--- src/rtl/cv32e40s_pkg.sv ---
`default_nettype none
// ============================================================================
// cv32e40s_pkg : shared types for the debug trace buffer (entry record, state)
// Revision 1.0
// ============================================================================
package cv32e40s_pkg;

   localparam int RF_ADDR_WIDTH = 5;
   typedef logic [RF_ADDR_WIDTH-1:0] rf_addr_t;

   // Must equal REGFILE_NUM_READ_PORTS of every trace buffer instance.
   localparam int DBG_TRACE_RF_PORTS = 2;

   typedef struct packed {
      logic [31:0]                        instr;
      logic                               is_compressed;
      logic [DBG_TRACE_RF_PORTS-1:0]      rf_re;
      rf_addr_t [DBG_TRACE_RF_PORTS-1:0]  rf_raddr;
      logic                               rf_we;
      rf_addr_t                           rf_waddr;
      logic                               illegal_insn;
   } dbg_trace_entry_t;

   typedef enum logic [1:0] {
      RUN    = 2'd0,
      POST   = 2'd1,
      FROZEN = 2'd2
   } trace_state_e;

endpackage
`default_nettype wire

--- src/rtl/cv32e40s_dbg_trace_mem.sv ---
`default_nettype none
// ============================================================================
// cv32e40s_dbg_trace_mem : trace entry flop array, one write port and one
// registered read port with valid/error strobes.  Revision 1.0
// ============================================================================
module cv32e40s_dbg_trace_mem
   import cv32e40s_pkg::*;
#(
   parameter int DEPTH      = 8,
   parameter int ADDR_WIDTH = $clog2(DEPTH)
) (
   input  logic                  clk,
   input  logic                  rst,
   input  logic                  we,
   input  logic [ADDR_WIDTH-1:0] waddr,
   input  dbg_trace_entry_t      wdata,
   input  logic                  re,
   input  logic [ADDR_WIDTH-1:0] raddr,
   input  logic                  rzero,
   output logic                  rvalid,
   output logic                  rerr,
   output dbg_trace_entry_t      rdata
);

   dbg_trace_entry_t mem_q [DEPTH];

   always_ff @(posedge clk or posedge rst) begin
      if (rst) begin
         for (int i = 0; i < DEPTH; i++) begin
            mem_q[i] <= '0;
         end
      end else if (we) begin
         mem_q[waddr] <= wdata;
      end
   end

   // Read samples the array before this edge's write lands.
   always_ff @(posedge clk or posedge rst) begin
      if (rst) begin
         rvalid <= 1'b0;
         rerr   <= 1'b0;
         rdata  <= '0;
      end else begin
         rvalid <= re;
         rerr   <= re & rzero;
         if (re) begin
            rdata <= rzero ? '0 : mem_q[raddr];
         end
      end
   end

endmodule
`default_nettype wire

--- src/rtl/cv32e40s_dbg_trace_buf.sv ---
`default_nettype none
// ============================================================================
// cv32e40s_dbg_trace_buf : ID-stage decode history buffer with optional freeze
// on illegal instruction (macro CV32E40S_DBG_TRACE_FREEZE_EN).  Revision 1.0
// ============================================================================
module cv32e40s_dbg_trace_buf
   import cv32e40s_pkg::*;
#(
   parameter int DEPTH                  = 8,
   parameter int REGFILE_NUM_READ_PORTS = 2,
   parameter int POST_TRIG              = 2
) (
   input  logic                              clk,
   input  logic                              rst,
   input  logic                              capture_valid_i,
   input  logic [31:0]                       instr_i,
   input  logic                              is_compressed_i,
   input  logic [REGFILE_NUM_READ_PORTS-1:0] rf_re_i,
   input  rf_addr_t                          rf_raddr_i [REGFILE_NUM_READ_PORTS],
   input  logic                              rf_we_i,
   input  rf_addr_t                          rf_waddr_i,
   input  logic                              illegal_insn_i,
   input  logic                              freeze_clr_i,
   input  logic                              rd_req_i,
   input  logic [$clog2(DEPTH)-1:0]          rd_idx_i,
   output logic                              rd_valid_o,
   output logic                              rd_err_o,
   output dbg_trace_entry_t                  rd_entry_o,
   output logic [$clog2(DEPTH):0]            count_o,
   output logic                              frozen_o
);

   localparam int            AW        = $clog2(DEPTH);
   localparam logic [AW:0]   DEPTH_CNT = (AW+1)'(DEPTH);

   logic [AW-1:0]                            wr_ptr;
   logic [AW:0]                              count;
   logic                                     capture_en;
   logic                                     clear_en;
   rf_addr_t [REGFILE_NUM_READ_PORTS-1:0]    raddr_packed;
   dbg_trace_entry_t                         wr_entry;
   logic [AW-1:0]                            rd_slot;
   logic                                     rd_oob;

   for (genvar g = 0; g < REGFILE_NUM_READ_PORTS; g++) begin : g_raddr_pack
      assign raddr_packed[g] = rf_raddr_i[g];
   end

   always_comb begin
      wr_entry               = '0;
      wr_entry.instr         = instr_i;
      wr_entry.is_compressed = is_compressed_i;
      wr_entry.rf_re         = rf_re_i;
      wr_entry.rf_raddr      = raddr_packed;
      wr_entry.rf_we         = rf_we_i;
      wr_entry.rf_waddr      = rf_waddr_i;
      wr_entry.illegal_insn  = illegal_insn_i;
   end

`ifdef CV32E40S_DBG_TRACE_FREEZE_EN
   localparam logic [AW-1:0] POST_LOAD = AW'(POST_TRIG);

   trace_state_e  state;
   trace_state_e  state_next;
   logic [AW-1:0] post_cnt;

   always_ff @(posedge clk or posedge rst) begin
      if (rst) begin
         state <= RUN;
      end else begin
         state <= state_next;
      end
   end

   always_comb begin
      state_next = state;
      case (state)
         RUN:     if (capture_valid_i && illegal_insn_i) begin
                     state_next = (POST_TRIG == 0) ? FROZEN : POST;
                  end
         POST:    if (capture_valid_i && (post_cnt == AW'(1))) begin
                     state_next = FROZEN;
                  end
         FROZEN:  if (freeze_clr_i) begin
                     state_next = RUN;
                  end
         default: state_next = RUN;
      endcase
   end

   // A clear in FROZEN takes priority and drops any coincident capture.
   always_comb begin
      capture_en = capture_valid_i && (state != FROZEN);
      clear_en   = freeze_clr_i && (state == FROZEN);
      frozen_o   = (state == FROZEN);
   end

   always_ff @(posedge clk or posedge rst) begin
      if (rst) begin
         post_cnt <= '0;
      end else if ((state == RUN) && capture_valid_i && illegal_insn_i) begin
         post_cnt <= POST_LOAD;
      end else if ((state == POST) && capture_valid_i) begin
         post_cnt <= post_cnt - AW'(1);
      end
   end
`else
   localparam int UNUSED_POST_TRIG = POST_TRIG;
   logic unused_freeze_clr;

   assign unused_freeze_clr = freeze_clr_i;
   assign capture_en        = capture_valid_i;
   assign clear_en          = 1'b0;
   assign frozen_o          = 1'b0;
`endif

   always_ff @(posedge clk or posedge rst) begin
      if (rst) begin
         wr_ptr <= '0;
         count  <= '0;
      end else if (clear_en) begin
         count <= '0;
      end else if (capture_en) begin
         wr_ptr <= wr_ptr + AW'(1);
         if (count != DEPTH_CNT) begin
            count <= count + (AW+1)'(1);
         end
      end
   end

   // DEPTH is a power of two, so AW-bit arithmetic wraps modulo DEPTH.
   assign rd_slot = wr_ptr - AW'(1) - rd_idx_i;
   assign rd_oob  = ({1'b0, rd_idx_i} >= count);
   assign count_o = count;

   cv32e40s_dbg_trace_mem #(
      .DEPTH      (DEPTH),
      .ADDR_WIDTH (AW)
   ) u_mem (
      .clk    (clk),
      .rst    (rst),
      .we     (capture_en),
      .waddr  (wr_ptr),
      .wdata  (wr_entry),
      .re     (rd_req_i),
      .raddr  (rd_slot),
      .rzero  (rd_oob),
      .rvalid (rd_valid_o),
      .rerr   (rd_err_o),
      .rdata  (rd_entry_o)
   );

endmodule
`default_nettype wire

--- config.mk ---
export PLATFORM = sky130hd
export DESIGN_NAME = cv32e40s_dbg_trace_buf
export DESIGN_NICKNAME = d
export VERILOG_FILES = /design/src/rtl/cv32e40s_pkg.sv /design/src/rtl/cv32e40s_dbg_trace_mem.sv /design/src/rtl/cv32e40s_dbg_trace_buf.sv
export SDC_FILE = /design/constraint.sdc
export NUM_CORES = 1
export LEC_CHECK = 0
export BUFFER_PORTS_ARGS = -buffer_cell sky130_fd_sc_hd__buf_2
export CELL_PAD_IN_SITES_DETAIL_PLACEMENT = 1
export CELL_PAD_IN_SITES_GLOBAL_PLACEMENT = 1
export CORE_ASPECT_RATIO = 0.8
export CORE_MARGIN = 2
export CORE_UTILIZATION = 52
export CTS_BUF_LIST = sky130_fd_sc_hd__clkbuf_16
export DETAILED_ROUTE_END_ITERATION = 10
export GPL_TIMING_DRIVEN = 1
export HOLD_SLACK_MARGIN = 0.15
export PLACE_DENSITY_LB_ADDON = 0.1
export SLEW_MARGIN = 20
export SYNTH_ARGS = -nofsm -noshare
export SYNTH_HDL_FRONTEND = slang
export SYNTH_SLANG_ARGS = --single-unit
export TNS_END_PERCENT = 1
--- constraint.sdc ---
create_clock -name clk -period 20.9 [get_ports clk]
set_input_delay 2.09 -clock clk [delete_from_list [all_inputs] [get_ports clk]]
set_output_delay 2.09 -clock clk [all_outputs]
set_load 0.1 [all_outputs]
==> results.sh <==
export IMPL_cp_start_kind="input pin"
export IMPL_r2r_slack_ps=16860
export IMPL_slew_violations=0
export IMPL_synth_compound_area_share_pct=1.678
export IMPL_row_count=65
export IMPL_synth_largest_area_cell="dfrtp_1"
export IMPL_grt_max_degree=168
export IMPL_n_fill_cell=3679
export IMPL_synth_nets=1352
export IMPL_cellLeakagePower_nw=10.31
export IMPL_die_y_microns=183.8
export IMPL_synth_cell_types=36
export IMPL_postLayoutCellArea_sq_um=23410
export IMPL_cts_root_buffer="clkbuf_16"
export IMPL_synth_xor_area_share_pct=0.2857
export IMPL_grt_usage_pct=23.75
export IMPL_wl_per_cell_microns=24.45
export IMPL_dpl_cell_count=1876
export IMPL_worst_path_max_delay_cell="buf_4"
export IMPL_arrival_ps=5470
export IMPL_reg2reg_to="u_mem.rdata[23]"
export IMPL_start_util_pct=52.97
export IMPL_grt_pass1_wl_mm=76.34
export IMPL_synth_mux_area_share_pct=36.08
export IMPL_cp_cell_sequence="buf_2 > inv_1 > ha_4 > buf_4 > buf_4 > mux4_1 > mux2i_1 > o22ai_1"
export IMPL_final_core_util_pct=58.99
export IMPL_power_density_nw_per_um2=184.6
export IMPL_io_pins=119
export IMPL_fin_crit_sh_pct=24.23
export IMPL_grt_pass1_vias=12760
export IMPL_die_area_sq_um=42060
export IMPL_pre_cts_slack_ps=15120
export IMPL_layout_drive_gt1_share_pct=50.88
export IMPL_seq_area_frac_synth_pct=56.78
export IMPL_clock_fmax_mhz=197.5
export IMPL_synth_adder_area_share_pct=0.5119
export IMPL_netlist_area_sq_um=21020
export IMPL_dp_hpwl_mm=26.85
export IMPL_clockBufferDepth=3
export IMPL_cts_tree="yes"
export IMPL_final_antenna_net_count=0
export IMPL_worst_pin_slew_ps=1065
export IMPL_clock_latency_ps=570
export IMPL_io_buffers=116
export IMPL_crit_type="input pin to flip-flop"
export IMPL_post_cts_buffers=0
export IMPL_num_nets_final=1459
export IMPL_max_stage_delay_ps=750
export IMPL_routabilityCongestion=0.6939
export IMPL_max_cap_violations=0
export IMPL_synth_seq_cells=477
export IMPL_first_pass_iters=4
export IMPL_grt_overflow=0
export IMPL_final_setup_viol_count=0
export IMPL_slew_headroom_pct=28.74
export IMPL_instances_no_fill=1962
export IMPL_hp_class="flip-flop to flip-flop"
export IMPL_first_iter_violations=670
export IMPL_coreArea_sq_um=39690
export IMPL_synth_top_family_by_area="multiplexers"
export IMPL_cts_buffers=49
export IMPL_rsz0062_at_grt="no"
export IMPL_routed_via_density=5.847
export IMPL_vias=11470
export IMPL_netlist_area_leader_share_pct=56.78
export IMPL_cts_resized=0
export IMPL_crit_path_end="u_mem.rdata[23]"
export IMPL_placed_area_sq_um=21990
export IMPL_grt_antenna_before_repair=4
export IMPL_ir_drop_v=0.00009752
export IMPL_endpoint_kind="flip-flop"
export IMPL_fin_tns_setup_ps=0
export IMPL_crit_path_start="rd_idx_i[0]"
export IMPL_cp_max_fo=37
export IMPL_clkTransAtPathRegs_ps=60
export IMPL_status="completed"
export IMPL_required_ps=21300
export IMPL_avgSynthCellArea_sq_um=16.37
export IMPL_cts_hold_buf=0
export IMPL_synth_warnings=0
export IMPL_fin_ws_ps=15840
export IMPL_hold_viol_final=0
export IMPL_period_needed_ps=5064
export IMPL_cp_common_cell="buf_4"
export IMPL_worstRegToRegCells=6
export IMPL_htree_levels=2
export IMPL_die_w_microns=228.8
export IMPL_fin_skew_ps=21.29
export IMPL_syn_to_final_growth_pct=11.37
export IMPL_synthTopCellsByArea="dfrtp_1 57%, mux2_2 22%, mux4_2 11%"
export IMPL_drc=0
export IMPL_numClockSinks=477
export IMPL_syn_inst=1284
export IMPL_drt_wl_total_mm=47.96
export IMPL_r2r_start="wr_ptr[0]"
export IMPL_synthSimpleGateAreaFrac_pct=0.8214
through the flow:
stage,total power [mW],hold WS [ps]
floorplan,3.164,452.4
global placement,3.469,463.3
detailed placement,3.563,474.3
CTS,4.373,487.6
global route,4.574,507.8
finish,4.322,487.1
synthesized netlist by cell type:
library cell and n:
a21o_1 1, a21oi_1 1, buf_1 1, buf_2 42
buf_4 3, buf_6 18, buf_8 6, clkbuf_1 15
conb_1 1, dfrtp_1 477, fa_1 1, ha_1 7
inv_1 58, mux2_1 7, mux2_2 411, mux2i_1 52
mux4_1 4, mux4_2 100, nand2_1 5, nand2b_1 1
nand2b_4 1, nand3_1 1, nand4_1 1, nand4_2 1
nand4b_1 1, nand4b_2 2, nor3_2 1, nor3_4 1
nor3b_1 1, nor3b_4 2, o21ai_0 2, o21ai_1 1
o22ai_1 52, xnor2_1 3, xnor2_2 1, xor2_1 2
layout make-up:
type | instances | area [sq um] | share of cell area (%)
diodes | 1 | 2.502 | 0.01069
clock buffers | 51 | 1276 | 5.451
clock inverters | 34 | 142.6 | 0.6093
inverters | 58 | 225.2 | 0.9620
multi-input cells | 664 | 8357 | 35.70
flip-flops and latches | 477 | 11940 | 50.99
well taps | 536 | 670.6 | 2.865
repair buffers | 141 | 800.8 | 3.420
worst min path at each step:
stage,from,to,slack [ps],cells after the start
2_1_floorplan,u_mem.mem_q[301],u_mem.mem_q[301],450,1
3_3_place_gp,u_mem.mem_q[376],u_mem.mem_q[376],460,1
3_5_place_dp,u_mem.mem_q[376],u_mem.mem_q[376],470,1
4_1_cts,u_mem.mem_q[376],u_mem.mem_q[376],490,1
5_1_grt,u_mem.mem_q[301],u_mem.mem_q[301],510,1
6_report,u_mem.mem_q[376],u_mem.mem_q[376],490,1
sequential cells by signal, summed over array words and instances, names as in the netlist:
name and flops:
count_o 4, u_mem.rerr 1, u_mem.rvalid 1, wr_ptr 3, u_mem.rdata 52, u_mem.mem_q 416
logic make-up (layout without fill, tap and decap cells):
group,count (synthesis),after routing
buf+inv,143,284
flops,477,477
mux,574,574
xor+xnor,6,6
compound gates,57,57
simple gates,18,18
fa+ha+maj,8,8
other cells,1,2
where the power goes:
group	leakage (nW)	internal, mW	switching, mW
Clock	0.749	0.436	0.354
Sequential	5.78	1.38	0.245
Combinational	3.78	0.944	0.963
Total	10.3	2.76	1.56
metal layers:
layer / part of all wire [%] / global-route usage [%]
met1: 44 / 32.18
met2: 50 / 40.58
met3: 3.6 / 4.017
met4: 1.8 / 5.558
met5: 0.096 / 0
critical path, delay by kind of cell:
| family | cells | cell delay (ps) |
|---|---|---|
| adders and majority gates | 1 | 730 |
| muxes | 2 | 860 |
| AOI/OAI and AO/OA | 1 | 90 |
| buffers and inverters | 4 | 1640 |
layout by cell type (no fill, tap or decap), types with 2 or more instances in the layout:
cell type | Yosys | final
nand2_1 | 5 | 5
nand4b_4 | 0 | 2
mux2_2 | 411 | 411
mux4_1 | 4 | 4
ha_1 | 7 | 6
buf_2 | 42 | 116
clkinv_2 | 0 | 8
xnor2_1 | 3 | 3
mux2i_1 | 52 | 52
clkbuf_16 | 0 | 51
nor3b_4 | 2 | 2
o21ai_0 | 2 | 2
mux4_2 | 100 | 100
dfrtp_1 | 477 | 477
mux2_1 | 7 | 7
buf_4 | 3 | 23
o22ai_1 | 52 | 52
inv_1 | 58 | 69
xor2_1 | 2 | 2
clkinv_1 | 0 | 13
nor3_4 | 1 | 2
Power figures use the tool's default switching activity.
